[src/rtl/remote_cmd_tx.sv]
// Remote-side command transmitter: sends a 16-bit command as two back-to-back
// 8N1 UART frames, high byte first, and flags completion on cmd_sent.
module remote_cmd_tx #(
    parameter int BAUD_DIV = 2604
) (
    input  logic        clk,
    input  logic        rst_n,
    input  logic [15:0] cmd,
    input  logic        snd_cmd,
    output logic        TX,
    output logic        busy,
    output logic        cmd_sent
);

    localparam int BW = (BAUD_DIV > 1) ? $clog2(BAUD_DIV) : 1;
    localparam logic [BW-1:0] BAUD_LAST = BW'(BAUD_DIV - 1);

    typedef enum logic [1:0] {
        IDLE,
        SEND_HI,
        SEND_LO
    } state_t;

    state_t        state;
    logic [15:0]   cmd_hold;
    logic [8:0]    tx_shft;
    logic [BW-1:0] baud_cnt;
    logic [3:0]    bit_cnt;
    logic          baud_wrap;

    assign baud_wrap = (baud_cnt == BAUD_LAST);

    // TX is updated in the same cycle as tx_shft so the line is always the
    // registered copy of the bit being shifted out, with no extra latency.
    always_ff @(posedge clk or negedge rst_n) begin
        if (!rst_n) begin
            state    <= IDLE;
            cmd_hold <= '0;
            tx_shft  <= '1;
            baud_cnt <= '0;
            bit_cnt  <= '0;
            TX       <= 1'b1;
            busy     <= 1'b0;
            cmd_sent <= 1'b0;
        end else begin
            case (state)
                IDLE: begin
                    TX <= 1'b1;
                    if (snd_cmd) begin
                        cmd_hold <= cmd;
                        tx_shft  <= {cmd[15:8], 1'b0};
                        baud_cnt <= '0;
                        bit_cnt  <= '0;
                        cmd_sent <= 1'b0;
                        busy     <= 1'b1;
                        TX       <= 1'b0;
                        state    <= SEND_HI;
                    end
                end
                SEND_HI, SEND_LO: begin
                    if (!baud_wrap) begin
                        baud_cnt <= baud_cnt + 1'b1;
                    end else begin
                        baud_cnt <= '0;
                        if (bit_cnt != 4'd9) begin
                            tx_shft <= {1'b1, tx_shft[8:1]};
                            TX      <= tx_shft[1];
                            bit_cnt <= bit_cnt + 4'd1;
                        end else if (state == SEND_HI) begin
                            // Low byte start bit follows the high stop bit directly
                            tx_shft <= {cmd_hold[7:0], 1'b0};
                            TX      <= 1'b0;
                            bit_cnt <= '0;
                            state   <= SEND_LO;
                        end else begin
                            tx_shft  <= '1;
                            TX       <= 1'b1;
                            bit_cnt  <= '0;
                            busy     <= 1'b0;
                            cmd_sent <= 1'b1;
                            state    <= IDLE;
                        end
                    end
                end
                default: begin
                    tx_shft <= '1;
                    TX      <= 1'b1;
                    busy    <= 1'b0;
                    state   <= IDLE;
                end
            endcase
        end
    end

endmodule
[config.mk]
export PLATFORM = sky130hd
export DESIGN_NAME = remote_cmd_tx
export DESIGN_NICKNAME = d
export VERILOG_FILES = /design/src/rtl/remote_cmd_tx.sv
export SDC_FILE = /design/constraint.sdc
export NUM_CORES = 1
export LEC_CHECK = 0
export ABC_AREA = 1
export CAP_MARGIN = 40
export CORE_MARGIN = 5
export CORE_UTILIZATION = 57
export CTS_CLUSTER_DIAMETER = 40
export DETAILED_ROUTE_END_ITERATION = 10
export PLACE_DENSITY = 0.82
export SYNTH_ARGS = -nofsm -noshare
export SYNTH_HDL_FRONTEND = slang
export SYNTH_SLANG_ARGS = --single-unit
[constraint.sdc]
create_clock -name clk -period 2.35 [get_ports clk]
set_clock_uncertainty 0.2 [all_clocks]
set_input_delay 0.5875 -clock clk [delete_from_list [all_inputs] [get_ports clk]]
set_output_delay 0.5875 -clock clk [all_outputs]
set_load 0.03 [all_outputs]
==> results.md, run 1 <==
* Multiplexer area fraction after synthesis at 0.511%
* 1st-iter DRT viols at 143
* Vias per cell at 5.06
* Simple-gate share of the synthesized area at 31.5%
* Post-synthesis adder-cell area fraction at 5.11%
* Routed WL per cell at between 10 and 15 microns
* All-Layer GR Usage at roughly a fifth
* Worst-path maximum fanout at 2
* Placed cells at around 360
* Global-route wire length before repair at 7.96 mm
* Vias in the first global route at ~1900
* ANT cells at 0
* Least-Margin Pin Slew at about 0.44 ns
* Die X at about 70 microns
* Cts repair resizes at 0
* Largest net degree at the start of global routing at 20
* Die area at approximately 0.0052 sq mm
* Core Region at roughly 0.0037 sq mm
* Critical path required time at approximately 1.6 ns
* Fin. Hold Viols at 0
* Number of buffers created by CTS at 5
* Max clock buf depth at 2
* Slew HR at a little over two thirds
* CP Cell Sequence: clkdlybuf4s50_1
* Synthesis-to-finish area growth at 16.0%
* Seq cells post-synth at 37
* Max Fclk at 439 MHz
* Reg2Reg Depth at 8
* CTS tree: yes
* Non-Filler Instances at between 300 and 400
* H-tree levels at 2
* Number of flops mapped to enable cells by yosys at 0
* Initial core utilization at 59.7%
* Initial antenna violation count at 0
* Crit path kind: flop to output port
* YS warnings at 0
* Status: finished, final reports clean
* Drt pass-1 iters at 5
* Synth Area in Compound Gates at around a tenth
* Routability congestion estimate at just over 0.9
* Dpl hpwl at about 3.5 mm
* Setup-failing EPs final at 0
* Die height at between 70 and 80 microns
* Root buffer cell: clkbuf_8
* Overflow after GRT at 0
* Cell family with most CP delay: buffers and inverters
* Clock transition at path regs at 0.08 ns
* Setup TNS at 0 ns
* CTS Hold Buffers Added at 0
* Pwr/cell area at 1200 mW/mm^2
* Max incr delay on CP at 0.67 ns
* Overall power at slightly above 3 mW
* Vias post-DR at between 1500 and 2000
* Util after Layout at 69.3%
* Slowest cell on crit path: clkdlybuf4s50_1
* CP endpoint kind: output port
* Num Clock Sinks at 37
* Async set-reset flop share out of synthesis at between 90% and 100%
* Post-CTS Setup Bufs at 0
* Main combinational cell family by area after synthesis: simple AND/OR/NAND/NOR gates
* Critical path arrival at 1.49 ns
* XOR/XNOR Fraction of Synth Area at under 10%
* Post-Syn Area at around 0.0022 sq mm
* Syn avg cell area at between 7 and 8 sq um
* Fillers at 306
* Row count at 22
* Number of port buffers at 21
* MaxCap Viol Count at 0
* Post-Syn Nets at around 320
* Buf+Inv Stages, Crit Path at 1
* Final period util at between 90% and 100%
* Worst IR Drop VDD at between 0.8 and 0.9 mV
* Nets@finish at 350
* Drt drc at 0
* IO Pins at 22
* Design Area, Final at 0.00255 sq mm
* Synth Flop Type: dfrtp_1
* Cells after synthesis at approximately 300
* Layout cell share with drive strength beyond 1 at between 10% and 20%
* HP Class: input pin to asynchronous set/reset pin
* LEAKAGE at approximately 1.2 nW
* Crit. path cell count at 1
* Placement-stage cell area at approximately 0.0025 sq mm
* DRT Wirelength at 4.42 mm
* Post-DRT Antenna Nets at 0
* Fin. max-slew vios at 0
* Clk_lat worst skew at around 0.29 ns
* RSZ-0062 raised after global routing: false
* Yosys cell types at 25
* CP Launch Type: flop
* Minimum clock period at 2.28 ns
* Sequential share of the synthesized area at between 40% and 50%
## metal layers
layer | vias up | global-route usage [%] | part of all wire [%]
li1 | 981 | - | -
met5 | - | 0 | 0
met4 | 0 | 6.05 | 1.7
met1 | 842 | 24.8 | 46
met3 | 9 | 5.40 | 5.0
met2 | 47 | 31.2 | 48
## stage by stage
stage,setup slack (ns),hold WS [ns]
finish,0.0726,0.0269
CTS,0.0566,0.0389
global placement,0.263,0.253
global route,0.0372,0.0540
floorplan,0.544,0.0919
detailed placement,0.204,0.260
## layout by cell type, fill, tap and decap left out
| master | n |
|---|---|
| clkdlybuf4s50_1 | 20 |
| inv_1 | 35 |
| o21ai_4 | 1 |
| nand2_1 | 93 |
| a21oi_1 | 24 |
| buf_4 | 5 |
| nand3_2 | 2 |
| clkinv_2 | 2 |
| clkinvlp_4 | 1 |
| o21ai_2 | 4 |
| mux2_2 | 1 |
| dfstp_2 | 9 |
| buf_2 | 1 |
| xor2_1 | 2 |
| buf_12 | 1 |
| o21ai_1 | 1 |
| or2_2 | 4 |
| dfrtp_1 | 28 |
| nor2_1 | 32 |
| nand4_1 | 8 |
| nand2_4 | 2 |
| clkbuf_8 | 5 |
| o21bai_1 | 2 |
| ha_1 | 9 |
| nand2_2 | 1 |
| xnor2_1 | 1 |
| o21ai_0 | 7 |
| nand3_1 | 20 |
| inv_2 | 2 |
## cell usage after synthesis (4+ instances only)
library cell	n	area [sq um]
nand4_1	8	50.1
dfrtp_1	28	701
nor2_1	32	120
inv_1	35	131
or2_2	4	25.0
o21ai_2	4	35.0
dfstp_2	9	236
nand2_1	93	349
o21ai_0	7	35.0
ha_1	9	113
nand3_1	20	100
a21oi_1	24	120
## report_power, final
| part | switching (mW) | total (mW) | internal (mW) | leakage (nW) |
|---|---|---|---|---|
| registers | 0.151 | 1.07 | 0.918 | 0.451 |
| clock network | 0.234 | 0.439 | 0.205 | 0.0439 |
| logic | 0.994 | 1.55 | 0.551 | 0.748 |
| total | 1.38 | 3.05 | 1.67 | 1.24 |
## kinds of logic (layout without fill, tap and decap cells)
kind of cell | count (synthesis) | in the layout
AND/OR/NAND/NOR | 162 | 162
AO/OA/AOI/OAI | 39 | 39
XOR/XNOR | 3 | 3
flip-flops | 37 | 37
adder cells (fa/ha/maj) | 9 | 9
multiplexers | 1 | 1
buffers and inverters | 45 | 72
## state kept, by name, summed over array words and instances, names as in the netlist
signal	flops
baud_cnt	12
state	2
bit_cnt	4
tx_shft	8
cmd_sent	1
busy	1
cmd_hold	8
TX	1
## layout make-up
cell class,count,area [sq um],area share [%]
flip-flops and latches,37,937,36.7
clock inverters,3,17.5,0.686
clock buffers,5,68.8,2.69
well taps,48,60.1,2.35
repair buffers,27,263,10.3
inverters,37,139,5.44
multi-input cells,214,1070,41.9
## worst register-to-register path, stage by stage, from the launching register on
cell	delay, ns
dfrtp_1	0.42
inv_1	0.09
ha_1	0.32
inv_2	0.09
o21ai_4	0.30
inv_2	0.12
nor2_1	0.15
xor2_1	0.19
nor2_1	0.05
## final timing paths
check                           start     endpoint  slack, ns
setup / recovery                   TX           TX       0.07
hold / removal                  rst_n  baud_cnt[9]       0.03
setup reg to reg             state[0]  baud_cnt[6]       0.32
hold reg to reg            tx_shft[2]   tx_shft[2]       0.27
max in group asynchronous       rst_n   tx_shft[8]       1.39
min in group clk           tx_shft[2]   tx_shft[2]       0.27
Note: power is estimated with default switching activity, not from simulation.
==> inputs of run 2 (changes only) <==
--- a/config.mk
+++ b/config.mk
@@ -7,6 +7,7 @@
 export LEC_CHECK = 0
 export ABC_AREA = 1
 export CAP_MARGIN = 40
+export CORE_ASPECT_RATIO = 1.75
 export CORE_MARGIN = 5
 export CORE_UTILIZATION = 57
 export CTS_CLUSTER_DIAMETER = 40
==> run 2 against run 1 <==
  * Sequential cell count did not move
  * Via count up 1.6%
  * Utilization fell by 2.8 points
  * Combinational power barely moved
  * Die area increased by 0.94%
  * Sequential share of layout area grew 0.16 points
  * Count of clock-buffer cells in the layout is 3 higher
  * Global-route usage down 0.46 points
  * Cell count up 0.27%
  * Fmax down 0.50%
  * Non-clock buffer count is 1 higher
  * Wire length increased by 2.9%
  * Critical path type unchanged
==> results.md, run 2 (synthesis results as in run 1) <==
* Setup-failing EPs final at 0
* Drt drc at 0
* Cts repair resizes at 0
* Largest regs: baud_cnt x12, cmd_hold x8, tx_shft x8
* Max clock buf depth at 2
* Least-Margin Pin Slew at between 0.4 and 0.5 ns
* Crit path kind: flop to output port
* Worst IR Drop VDD at slightly below 0.9 mV
* Num Clock Sinks at 37
* Final period util at 97.4%
* Max reg flops at 12
* RSZ-0062 raised after global routing: false
* Slew HR at between 60% and 70%
* Fillers at ~340
* Layout cell share with drive strength beyond 1 at approximately 12%
* Root buffer cell: clkbuf_8
* Post-DRT Antenna Nets at 0
* Overflow after GRT at 0
* Slowest cell on crit path: clkdlybuf4s50_1
* Initial antenna violation count at 0
* Post-CTS Setup Bufs at 0
* Register Area at about 940 sq um
* Die height at about 90 microns
* IO Pins at 22
* Drt pass-1 iters at 5
* Critical path arrival at approximately 1.5 ns
* Minimum clock period at around 2.3 ns
* Clk_lat worst skew at a little under 0.3 ns
* Commonest cells after routing, fill and taps aside: 93 x nand2_1, 35 x inv_1, 32 x nor2_1, 28 x dfrtp_1, 24 x a21oi_1
* Synthesis-to-finish area growth at 15.5%
* Fin. Hold Viols at 0
* CP Cell Sequence: clkdlybuf4s50_1
* Dpl hpwl at between 3 and 4 mm
* Row count at 30
* Max incr delay on CP at roughly 0.67 ns
* LEAKAGE at roughly 1.2 nW
* Largest net degree at the start of global routing at 38
* HP Class: input pin to asynchronous set/reset pin
* H-tree levels at 2
* Register with the most flip-flops: baud_cnt
* Placement-stage cell area at about 0.0025 sq mm
* Die X at roughly 57 microns
* Core Region at roughly 0.0038 sq mm
* DRT Wirelength at 4.55 mm
* Die area at 0.00526 sq mm
* Vias post-DR at roughly 1900
* Routed WL per cell at 12.2 microns
* All-Layer GR Usage at 18.8%
* Most common cell after layout, fill and taps aside: nand2_1
* MaxCap Viol Count at 0
* Vias in the first global route at ~1800
* Area of the multi-input gates at 0.00107 sq mm
* Setup TNS at 0 ns
* Global-route wire length before repair at slightly below 8 mm
* Hold Slack at 0.130 ns
* CTS tree: yes
* CP Launch Type: flop
* Clock transition at path regs at around 0.070 ns
* Number of port buffers at 21
* Buf+Inv Stages, Crit Path at 1
* Critical path required time at approximately 1.6 ns
* CTS Hold Buffers Added at 0
* Cell family with most CP delay: buffers and inverters
* Routability congestion estimate at approximately 0.80
* 1st-iter DRT viols at between 50 and 60
* Fin. max-slew vios at 0
* Design Area, Final at around 0.0025 sq mm
* Nets@finish at between 300 and 400
* Vias per cell at between 5 and 6
* Worst-path maximum fanout at 2
* Initial core utilization at around 58%
* Number of buffers created by CTS at 5
* CP endpoint kind: output port
* Max Fclk at roughly 440 MHz
* Status: finished, final reports clean
* ANT cells at 0
* Pwr/cell area at 1200 mW/mm^2
==> run 2: per-layer routing <==
layer | global-route usage [%] | share of wire (%)
met1 | 18.6 | 37
met2 | 35.7 | 57
met3 | 3.24 | 3.4
met4 | 9.48 | 2.6
met5 | 0 | 0
==> run 2: cell type report <==
cell class                      instances  area share, %
Multi-Input combinational cell        214           42.1
Sequential cell                        37           36.8
Timing Repair Buffer                   28           10.1
Inverter                               37           5.46
Clock buffer                            8           3.15
Tap cell                               48           2.36
==> run 2: power by group <==
part / switching (mW) / internal (mW) / total [mW]
registers: 0.152 / 0.919 / 1.07
clock network: 0.216 / 0.211 / 0.427
logic: 1.01 / 0.548 / 1.55
total: 1.37 / 1.68 / 3.05
==> run 2: worst register-to-register path: stages (launching register included) <==
cell	delay [ns]
dfrtp_1	0.43
inv_1	0.09
ha_1	0.32
inv_2	0.10
o21ai_4	0.33
inv_2	0.12
nor2_1	0.13
xor2_1	0.16
nor2_1	0.06
==> run 2: worst paths after layout <==
path                            start           to  slack (ns)  depth (start not counted)
max                                TX           TX        0.06                          1
min reg2reg                tx_shft[5]   tx_shft[5]        0.27                          2
max reg2reg                  state[0]  baud_cnt[6]        0.30                          8
max in group asynchronous       rst_n   tx_shft[6]        1.45                          2
min                             rst_n  baud_cnt[2]        0.13                          2
min in group clk           tx_shft[5]   tx_shft[5]        0.27                          2
==> run 2: through the flow <==
step | setup slack [ns] | power, mW | utilization [%] | std cells
after floorplan | 0.544 | 2.28 | - | 296
after global placement | 0.253 | 2.59 | 64.3 | 364
after detailed placement | 0.224 | 2.63 | 64.3 | 364
after CTS | 0.0536 | 3.07 | 66.4 | 372
after global routing | 0.0216 | 3.33 | 66.4 | 372
final | 0.0613 | 3.05 | 66.4 | 372
